===== src/rtl/wbq_pkg.sv =====
// Shared widths, queue entry type and pointer sizing for the register file write queue.
package wbq_pkg;

   localparam int unsigned DW        = 16;
   localparam int unsigned AW        = 3;
   localparam int unsigned DEPTH_DEF = 4;

   typedef struct packed {
      logic [AW-1:0] regsel;
      logic [DW-1:0] data;
   } wbq_entry_t;

   function automatic int unsigned ptr_w(input int unsigned depth);
      return (depth > 1) ? $clog2(depth) : 1;
   endfunction

endpackage


===== src/rtl/wb_write_queue_if.sv =====
// Writeback request handshake plus register file write port of the write queue.
interface wb_write_queue_if;
   import wbq_pkg::*;

   logic          in_valid;
   logic          in_ready;
   logic [AW-1:0] in_regsel;
   logic [DW-1:0] in_data;
   logic          wr_stall;
   logic [AW-1:0] writeregsel;
   logic [DW-1:0] writedata;
   logic          write;

   modport master (
      output in_valid, in_regsel, in_data, wr_stall,
      input  in_ready, writeregsel, writedata, write
   );

   modport slave (
      input  in_valid, in_regsel, in_data, wr_stall,
      output in_ready, writeregsel, writedata, write
   );

endinterface


===== src/rtl/wbq_match.sv =====
// Youngest-match search over the occupied queue entries, oldest (head) to youngest.
module wbq_match
   import wbq_pkg::*;
#(
   parameter int unsigned DEPTH = DEPTH_DEF
) (
   input  wbq_entry_t                 entries [DEPTH],
   input  logic [ptr_w(DEPTH)-1:0]    head,
   input  logic [ptr_w(DEPTH):0]      count,
   input  logic [AW-1:0]              regsel,
   output logic                       hit,
   output logic [DW-1:0]              data
);

   localparam int unsigned PW = ptr_w(DEPTH);

   always_comb begin
      logic [PW-1:0] idx;
      hit  = 1'b0;
      data = '0;
      idx  = '0;
      // Later (younger) matches overwrite earlier ones.
      for (int unsigned k = 0; k < DEPTH; k++) begin
         idx = head + PW'(k);
         if (((PW+1)'(k) < count) && (entries[idx].regsel == regsel)) begin
            hit  = 1'b1;
            data = entries[idx].data;
         end
      end
   end

endmodule


===== src/rtl/wb_write_queue.sv =====
// In-order write queue in front of the register file write port.
// Optional pending-write lookup is built when WBQ_BYPASS_EN is defined.
module wb_write_queue
   import wbq_pkg::*;
#(
   parameter int unsigned DEPTH = DEPTH_DEF
) (
   input  logic            clk,
   input  logic            rst_n,
   wb_write_queue_if.slave bus,
   input  logic            flush,
   output logic [AW-1:0]   count,
   input  logic [AW-1:0]   lk_regsel,
   output logic            lk_hit,
   output logic [DW-1:0]   lk_data,
   output logic            err
);

   localparam int unsigned PW = ptr_w(DEPTH);
   localparam int unsigned CW = PW + 1;
   localparam logic [CW-1:0] FullCnt = CW'(DEPTH);

   wbq_entry_t    mem_q [DEPTH];
   logic [PW-1:0] head_q, tail_q;
   logic [CW-1:0] count_q;
   logic          push, pop, not_empty;

   logic          pend_q;
   logic [AW-1:0] regsel_q;
   logic [DW-1:0] data_q;
   logic          err_q;

   assign not_empty       = (count_q != '0);
   assign bus.in_ready    = (count_q != FullCnt) & ~flush;
   assign bus.write       = not_empty & ~bus.wr_stall & ~flush;
   assign bus.writeregsel = not_empty ? mem_q[head_q].regsel : '0;
   assign bus.writedata   = not_empty ? mem_q[head_q].data : '0;
   assign push            = bus.in_valid & bus.in_ready;
   assign pop             = bus.write;
   assign count           = AW'(count_q);
   assign err             = err_q;

   always_ff @(posedge clk) begin
      if (push) begin
         mem_q[tail_q] <= '{regsel: bus.in_regsel, data: bus.in_data};
      end
   end

   always_ff @(posedge clk or negedge rst_n) begin
      if (!rst_n) begin
         head_q  <= '0;
         tail_q  <= '0;
         count_q <= '0;
      end else if (flush) begin
         head_q  <= '0;
         tail_q  <= '0;
         count_q <= '0;
      end else begin
         if (push) tail_q <= tail_q + PW'(1);
         if (pop)  head_q <= head_q + PW'(1);
         unique case ({push, pop})
            2'b10:   count_q <= count_q + CW'(1);
            2'b01:   count_q <= count_q - CW'(1);
            default: count_q <= count_q;
         endcase
      end
   end

   // A request stalled outside a flush must be held unchanged into the next cycle.
   always_ff @(posedge clk or negedge rst_n) begin
      if (!rst_n) begin
         pend_q   <= 1'b0;
         regsel_q <= '0;
         data_q   <= '0;
         err_q    <= 1'b0;
      end else begin
         pend_q   <= bus.in_valid & ~bus.in_ready & ~flush;
         regsel_q <= bus.in_regsel;
         data_q   <= bus.in_data;
         if (pend_q && !flush &&
             (!bus.in_valid || (bus.in_regsel != regsel_q) || (bus.in_data != data_q))) begin
            err_q <= 1'b1;
         end
      end
   end

`ifdef WBQ_BYPASS_EN
   wbq_match #(
      .DEPTH (DEPTH)
   ) u_match (
      .entries (mem_q),
      .head    (head_q),
      .count   (count_q),
      .regsel  (lk_regsel),
      .hit     (lk_hit),
      .data    (lk_data)
   );
`else
   logic unused_lk;
   assign unused_lk = ^lk_regsel;
   assign lk_hit    = 1'b0;
   assign lk_data   = '0;
`endif

endmodule

===== src/flat_wrapper.sv =====
// flat-port wrapper written by rule: the top's interface ports become plain ports
module wb_write_queue_flat import wbq_pkg::*;
#(
   parameter int unsigned DEPTH = DEPTH_DEF
)
  (clk, rst_n, flush, count, lk_regsel, lk_hit, lk_data, err, bus_in_valid, bus_in_regsel, bus_in_data, bus_wr_stall, bus_in_ready, bus_writeregsel, bus_writedata, bus_write);
  wb_write_queue_if bus_i ();
  input  logic clk;
  input  logic rst_n;
  input  logic flush;
  output logic [AW-1:0] count;
  input  logic [AW-1:0] lk_regsel;
  output logic lk_hit;
  output logic [DW-1:0] lk_data;
  output logic err;
  input wire logic [$bits(bus_i.in_valid)-1:0] bus_in_valid;
  input wire logic [$bits(bus_i.in_regsel)-1:0] bus_in_regsel;
  input wire logic [$bits(bus_i.in_data)-1:0] bus_in_data;
  input wire logic [$bits(bus_i.wr_stall)-1:0] bus_wr_stall;
  output wire logic [$bits(bus_i.in_ready)-1:0] bus_in_ready;
  output wire logic [$bits(bus_i.writeregsel)-1:0] bus_writeregsel;
  output wire logic [$bits(bus_i.writedata)-1:0] bus_writedata;
  output wire logic [$bits(bus_i.write)-1:0] bus_write;
  assign bus_i.in_valid = bus_in_valid;
  assign bus_i.in_regsel = bus_in_regsel;
  assign bus_i.in_data = bus_in_data;
  assign bus_i.wr_stall = bus_wr_stall;
  assign bus_in_ready = bus_i.in_ready;
  assign bus_writeregsel = bus_i.writeregsel;
  assign bus_writedata = bus_i.writedata;
  assign bus_write = bus_i.write;
  wb_write_queue #(.DEPTH(DEPTH)) u_core (.clk(clk), .rst_n(rst_n), .bus(bus_i), .flush(flush), .count(count), .lk_regsel(lk_regsel), .lk_hit(lk_hit), .lk_data(lk_data), .err(err));
endmodule

===== config.mk =====
export PLATFORM = sky130hd
export DESIGN_NAME = wb_write_queue_flat
export DESIGN_NICKNAME = d
export VERILOG_FILES = /design/src/rtl/wbq_pkg.sv /design/src/rtl/wb_write_queue_if.sv /design/src/rtl/wbq_match.sv /design/src/rtl/wb_write_queue.sv /design/src/flat_wrapper.sv
export SDC_FILE = /design/constraint.sdc
export NUM_CORES = 1
export LEC_CHECK = 0
export CELL_PAD_IN_SITES_DETAIL_PLACEMENT = 2
export CELL_PAD_IN_SITES_GLOBAL_PLACEMENT = 2
export CORE_ASPECT_RATIO = 0.5
export CORE_UTILIZATION = 35
export CTS_CLUSTER_DIAMETER = 30
export DETAILED_ROUTE_END_ITERATION = 10
export GPL_ROUTABILITY_DRIVEN = 0
export PLACE_DENSITY_LB_ADDON = 0.1
export SLEW_MARGIN = 20
export SYNTH_ARGS = -nofsm -noshare
export SYNTH_HDL_FRONTEND = slang
export SYNTH_HIERARCHICAL = 1
export SYNTH_SLANG_ARGS = --single-unit

===== constraint.sdc =====
create_clock -name clk -period 2 [get_ports clk]
set_input_delay 0.4 -clock clk [delete_from_list [all_inputs] [get_ports clk]]
set_output_delay 0.4 -clock clk [all_outputs]
set_load 0.01 [all_outputs]

==> results.py <==
metrics = {
    "cts": {
        "cts.sinks": 104,
        "cts_tree": "yes",
        "root_buffer": "clkbuf_16",
        "holdBufCountCts": 0,
        "clkTransAtPathRegs_ns": 0.07,
        "h-tree-depth": 3,
        "cts_buffer_depth": 2,
        "clk-insertion-delay-late_ns": 0.35,
        "cts_buffers": 9,
    },
    "layout": {
        "layout_commonest_cell": "edfxtp_1",
        "fillers": 1111,
        "insertedDiodeCount": 0,
        "final_nets": 368,
        "area_growth_pct": 31.13,
        "final_util_pct": 47.38,
        "final_area_um2": 5644,
        "final_cell_mix": "edfxtp_1 (76), buf_4 (31), dfrtp_1 (27)",
        "layout-drive-gt1-share_pct": 35.19,
        "stdcell_count": 506,
    },
    "placed_design": {
        "dpl-instance-area_um2": 5194,
        "numPortBuffers": 48,
        "place_inst": 483,
        "hpwl_um": 6191,
    },
    "power_and_ir_drop": {
        "power_density_nw_per_um2": 982.8,
        "vdd.ir_drop.worst_uv": 518.1,
        "p_leak_nw": 2.074,
    },
    "job": {
        "maxCapViolCount": 0,
    },
    "synthesis": {
        "synth_top_area_share_pct": 53.02,
        "avgSynthCellArea_um2": 17.43,
        "synthCells": 247,
        "synth_flop_cell": "edfxtp_1",
        "ys_top_cells_by_area": "edfxtp_1 (53%), dfrtp_1 (16%), mux4_2 (9.9%)",
        "yosysTopAreaCell": "edfxtp_1",
        "synthArstFlopShare_pct": 26.92,
        "yosysUniqueCellTypes": 39,
        "ys_ff_latch": 104,
        "synth_warnings": 6,
        "synth_edf_count": 76,
        "seq_area_frac_synth_pct": 69.30,
        "synthesis.area_um2": 4304,
    },
    "sta": {
        "setup_viol": 19,
        "clock-skew-final_ns": 0.005527,
        "fmax_mhz": 456.8,
        "slew_viol_final": 0,
        "min_period_over_period_pct": 109.5,
        "setup_tns_ns": -2.992,
        "min_period_ns": 2.189,
        "worst_slack_ns": -0.1893,
        "hold_viol_final": 0,
        "rsz0062_at_grt": "true",
    },
    "grt": {
        "grt_max_degree": 29,
        "grtUsageTotal_pct": 16.78,
        "grt_pass1_wl_um": 15280,
        "antenna_found_initial": 0,
        "grt_pass1_vias": 2611,
        "grt_overflow": 0,
    },
    "routing": {
        "ant_nets": 0,
        "drt-initial-drc-count": 61,
        "first_pass_iters": 4,
        "wl_um": 9796,
        "drc_errors": 0,
        "viasPerCell": 4.654,
        "via_count": 2355,
        "avgRoutedWirePerCell_um": 19.36,
    },
    "critical_path": {
        "end_kind": "output pin",
        "start_kind": "flip-flop",
        "worstSetupPathType": "reg2out",
        "worst-path-max-fanout": 5,
        "cpPeakStageDelay_ns": 0.51,
        "critical_path_arrival_ns": 1.79,
        "path_delay_family": "multiplexers",
        "path_cells": "buf_12, buf_12, mux4_2, and2_1, buf_2",
        "crit_required_ns": 1.60,
        "critPathBufInv": 3,
        "path_common_cell": "buf_12",
        "cpMaxStageDelayCell": "mux4_2",
    },
    "floorplan": {
        "die_area_um2": 12770,
        "boundaryPins": 69,
        "die_w_um": 158.8,
        "rows": 28,
        "die_h_um": 80.42,
        "initial_core_util_pct": 36.13,
        "core_um2": 11910,
    },
    "outcome": {
        "outcome": "finished, violations left",
        "violations": "negative setup slack",
    },
    "min_path": {
        "hp-class": "in2async",
    },
}
==> where the power goes <==
group | switching (mW) | internal, mW
Clock | 0.822 | 0.999
Sequential | 0.0521 | 2.43
Combinational | 0.564 | 0.677
Total | 1.44 | 4.11
==> routing by layer <==
metal  up-vias  part of all wire, %  global-route usage [%]
li1       1065                    -                       -
met2        57                   49                   27.63
met5         -                    0                       0
met1      1223                   45                   21.36
met3        10                  4.4                   4.855
met4         0                  1.1                   5.922
==> synth_stat cells, types with 5 or more instances <==
cell / n
edfxtp_1: 76
dfrtp_1: 28
and2_1: 23
mux4_2: 19
xnor2_1: 18
buf_4: 17
a21oi_1: 5
nor2_1: 5
==> final timing paths <==
path	startpoint	end	slack, ns	cells after the start
max in group asynchronous	rst_n	u_core/head_q[0]	1.23	2
hold reg to reg	u_core/pend_q	u_core/err	0.57	2
hold / removal	rst_n	u_core/count[2]	0.45	2
setup / recovery	u_core/head_q[0]	bus_writeregsel[0]	-0.19	5
min in group clk	u_core/pend_q	u_core/err	0.57	2
setup reg to reg	u_core/count[2]	u_core/mem_q[2][4]	0.13	7
==> area by class of cell <==
cell class | count | area (um2) | share of cell area (%)
flip-flops and latches | 104 | 2984 | 52.87
multi-input cells | 129 | 1249 | 22.12
repair buffers | 88 | 878.3 | 15.56
clock buffers | 9 | 225.2 | 3.990
well taps | 165 | 206.4 | 3.658
clock inverters | 7 | 86.33 | 1.530
inverters | 4 | 15.01 | 0.2660
==> state kept, by name (all words and copies together) (netlist names) <==
register and flops:
u_core/err 1, u_core/head_q 2, u_core/tail_q 2, u_core/regsel_q 3, u_core/pend_q 1, u_core/data_q 16
u_core/mem_q 76, u_core/count 3
==> logic make-up (layout without fill, tap and decap cells) <==
family	after synthesis	count (layout)	share of synthesized area, %
fa+ha+maj	5	5	1.628
flops	104	104	69.30
mux	19	19	9.942
xor+xnor	21	21	4.273
other cells	1	17	0.08713
simple gates	51	51	7.384
compound gates	16	16	2.849
buf+inv	30	108	4.534
==> through the flow <==
stage / total power [mW] / hold slack [ns] / setup slack [ns]
finish: 5.547 / 0.4478 / -0.1893
global route: 5.771 / 0.4659 / -0.2530
CTS: 5.523 / 0.4637 / -0.2143
detailed placement: 3.633 / 0.5628 / -0.2388
global placement: 3.599 / 0.5283 / -0.2044
floorplan: 3.066 / 0.1044 / 0.09804
==> repair_timing <==
item | in CTS | in global routing
setup endpoints to repair | 21 | 33
buffers inserted | 5 | 1
pin swaps | 20 | 0
gates cloned | 2 | 0
resized for setup | 95 | 21
(Power assumes the default switching activity.)
==> RTL edit: new RTL, same flow settings <==
Add a define of `WBQ_BYPASS_EN`.
--- a/src/rtl/wb_write_queue.sv
+++ b/src/rtl/wb_write_queue.sv
@@ -1,5 +1,7 @@
 // In-order write queue in front of the register file write port.
 // Optional pending-write lookup is built when WBQ_BYPASS_EN is defined.
+`define WBQ_BYPASS_EN
+
 module wb_write_queue
    import wbq_pkg::*;
 #(
Formal check against the unedited RTL: not equivalent (Yosys sat finds a counterexample within 4 cycles, from zero or initial values and one cycle with rst_n low).
==> RTL edit against the unedited design <==
The flow still finishes with violations (setup timing). Area after synthesis grew 49%. Critical path depth grew 4. Sequential power grew 2%. Worst hold slack lost 0.034 ns. Sequential cell count is the same. Final area grew 58%. Core utilization grew 3.2 points. Combinational power grew 94%. Worst setup slack lost 0.98 ns. Count of clock-buffer cells in the layout grew 1. Total power grew 21%. Routed wire length grew 140%. Largest cell class is now multi-input combinational cells. Highest routed layer unchanged.
==> RTL edit: results (changes against the unedited design) <==
VDD IR max=0.333 mV (-36%); library cells used by synthesis=49 (+26%); IO buf count=68 (+42%); crit path DAT=2.77 ns (+0.98 ns); Commonest cells post-synth=edfxtp_1, a21oi_1, nor2_1, mux2i_1, mux2_2; synth top area cells=edfxtp_1, dfrtp_1, mux4_2; status=finished, violations left; vias in the first global route=5,724 (+120%); gr usage total=25.0% (+8.2 points); xor/xnor share of the synthesized area=4.36% (+0.087 points); largest net degree at the start of global routing=57 (+97%); placed cell area=8230 sq um (+58%); violated checks=setup timing; DR pass1 iterations=5 (+1); Post-Layout Inst Area=8930 sq um (+58%); Clock Skew=0.00600 ns (+0.000474 ns); crit-path max FO=7 (+2); Setup-failing EPs final=40 (+21); WL final=23,600 um (+140%); routed len/inst=25.3 um (+31%); DP HPWL=15,200 um (+150%); first-pass GRT wire length=35,600 um (+130%); static leakage=0.00327 uW (+57%); sequential area share after synthesis=46.4% (-23 points); final worst slack=-1.17 ns (-0.984 ns); mux contribution to synthesized area=22.6% (+13 points); Fillers=1,695 (+53%); post-DR vias/cell=5.67 (+22%); share of cells above drive strength 1=43.1% (+7.9 points); Yosys Warn Count=6 (unchanged); Placed Cells=895 (+85%); Compound-Gate Fraction of Synth Area=13.0% (+10 points)
[RTL edit: changes by cell type after synthesis, sizes merged, moves of 15 or more]
cell and delta:
o221a +15, o21ai +16, mux2 +31, clkbuf +21
mux2i +34, nor2 +59, a21oi +63
[RTL edit: critical path, stage by stage, from the launching register on]
cell,delay [ns]
dfrtp_2,0.41
buf_12,0.14
mux4_2,0.58
xnor2_4,0.20
o2111ai_4,0.20
buf_12,0.21
buf_6,0.15
o221a_1,0.24
o22ai_2,0.14
buf_2,0.15
[RTL edit: metal layers]
metal	up-vias	GRT usage, %	part of all wire (%)
met3	25	3.21	4.0
met1	2785	33.7	46
li1	2363	-	-
met5	-	0	0
met2	115	43.6	49
met4	0	4.98	1.5
[RTL edit: area by class of cell]
class | instances | area share, %
inverter | 6 | 0.252
clock buffer | 10 | 2.56
multi-input combinational | 385 | 40.1
timing repair buffer | 187 | 19.6
clock inverter | 6 | 0.770
sequential | 104 | 33.5
tap | 234 | 3.28
[RTL edit: through the flow]
step / setup slack (ns) / TNS (ns)
2_1_floorplan: -0.528 / -7.96
3_3_place_gp: -1.20 / -34.29
3_5_place_dp: -1.33 / -38.81
4_1_cts: -1.14 / -31.46
5_1_grt: -1.27 / -35.36
6_report: -1.17 / -32.40
[RTL edit: worst paths after layout]
check	startpoint	end	slack, ns	cells past startpoint
hold / removal	rst_n	u_core/data_q[14]	0.41	2
min in group clk	u_core/pend_q	u_core/err	0.62	2
setup reg to reg	u_core/count[0]	u_core/count[2]	-0.15	10
setup / recovery	u_core/head_q[0]	lk_data[12]	-1.17	9
max in group asynchronous	rst_n	u_core/count[2]	1.38	2
hold reg to reg	u_core/pend_q	u_core/err	0.62	2
[RTL edit: power by group]
group	total (uW)	internal (uW)	switching (uW)
Combinational	2400	1190	1210
Sequential	2520	2430	88.1
Clock	1810	977	837
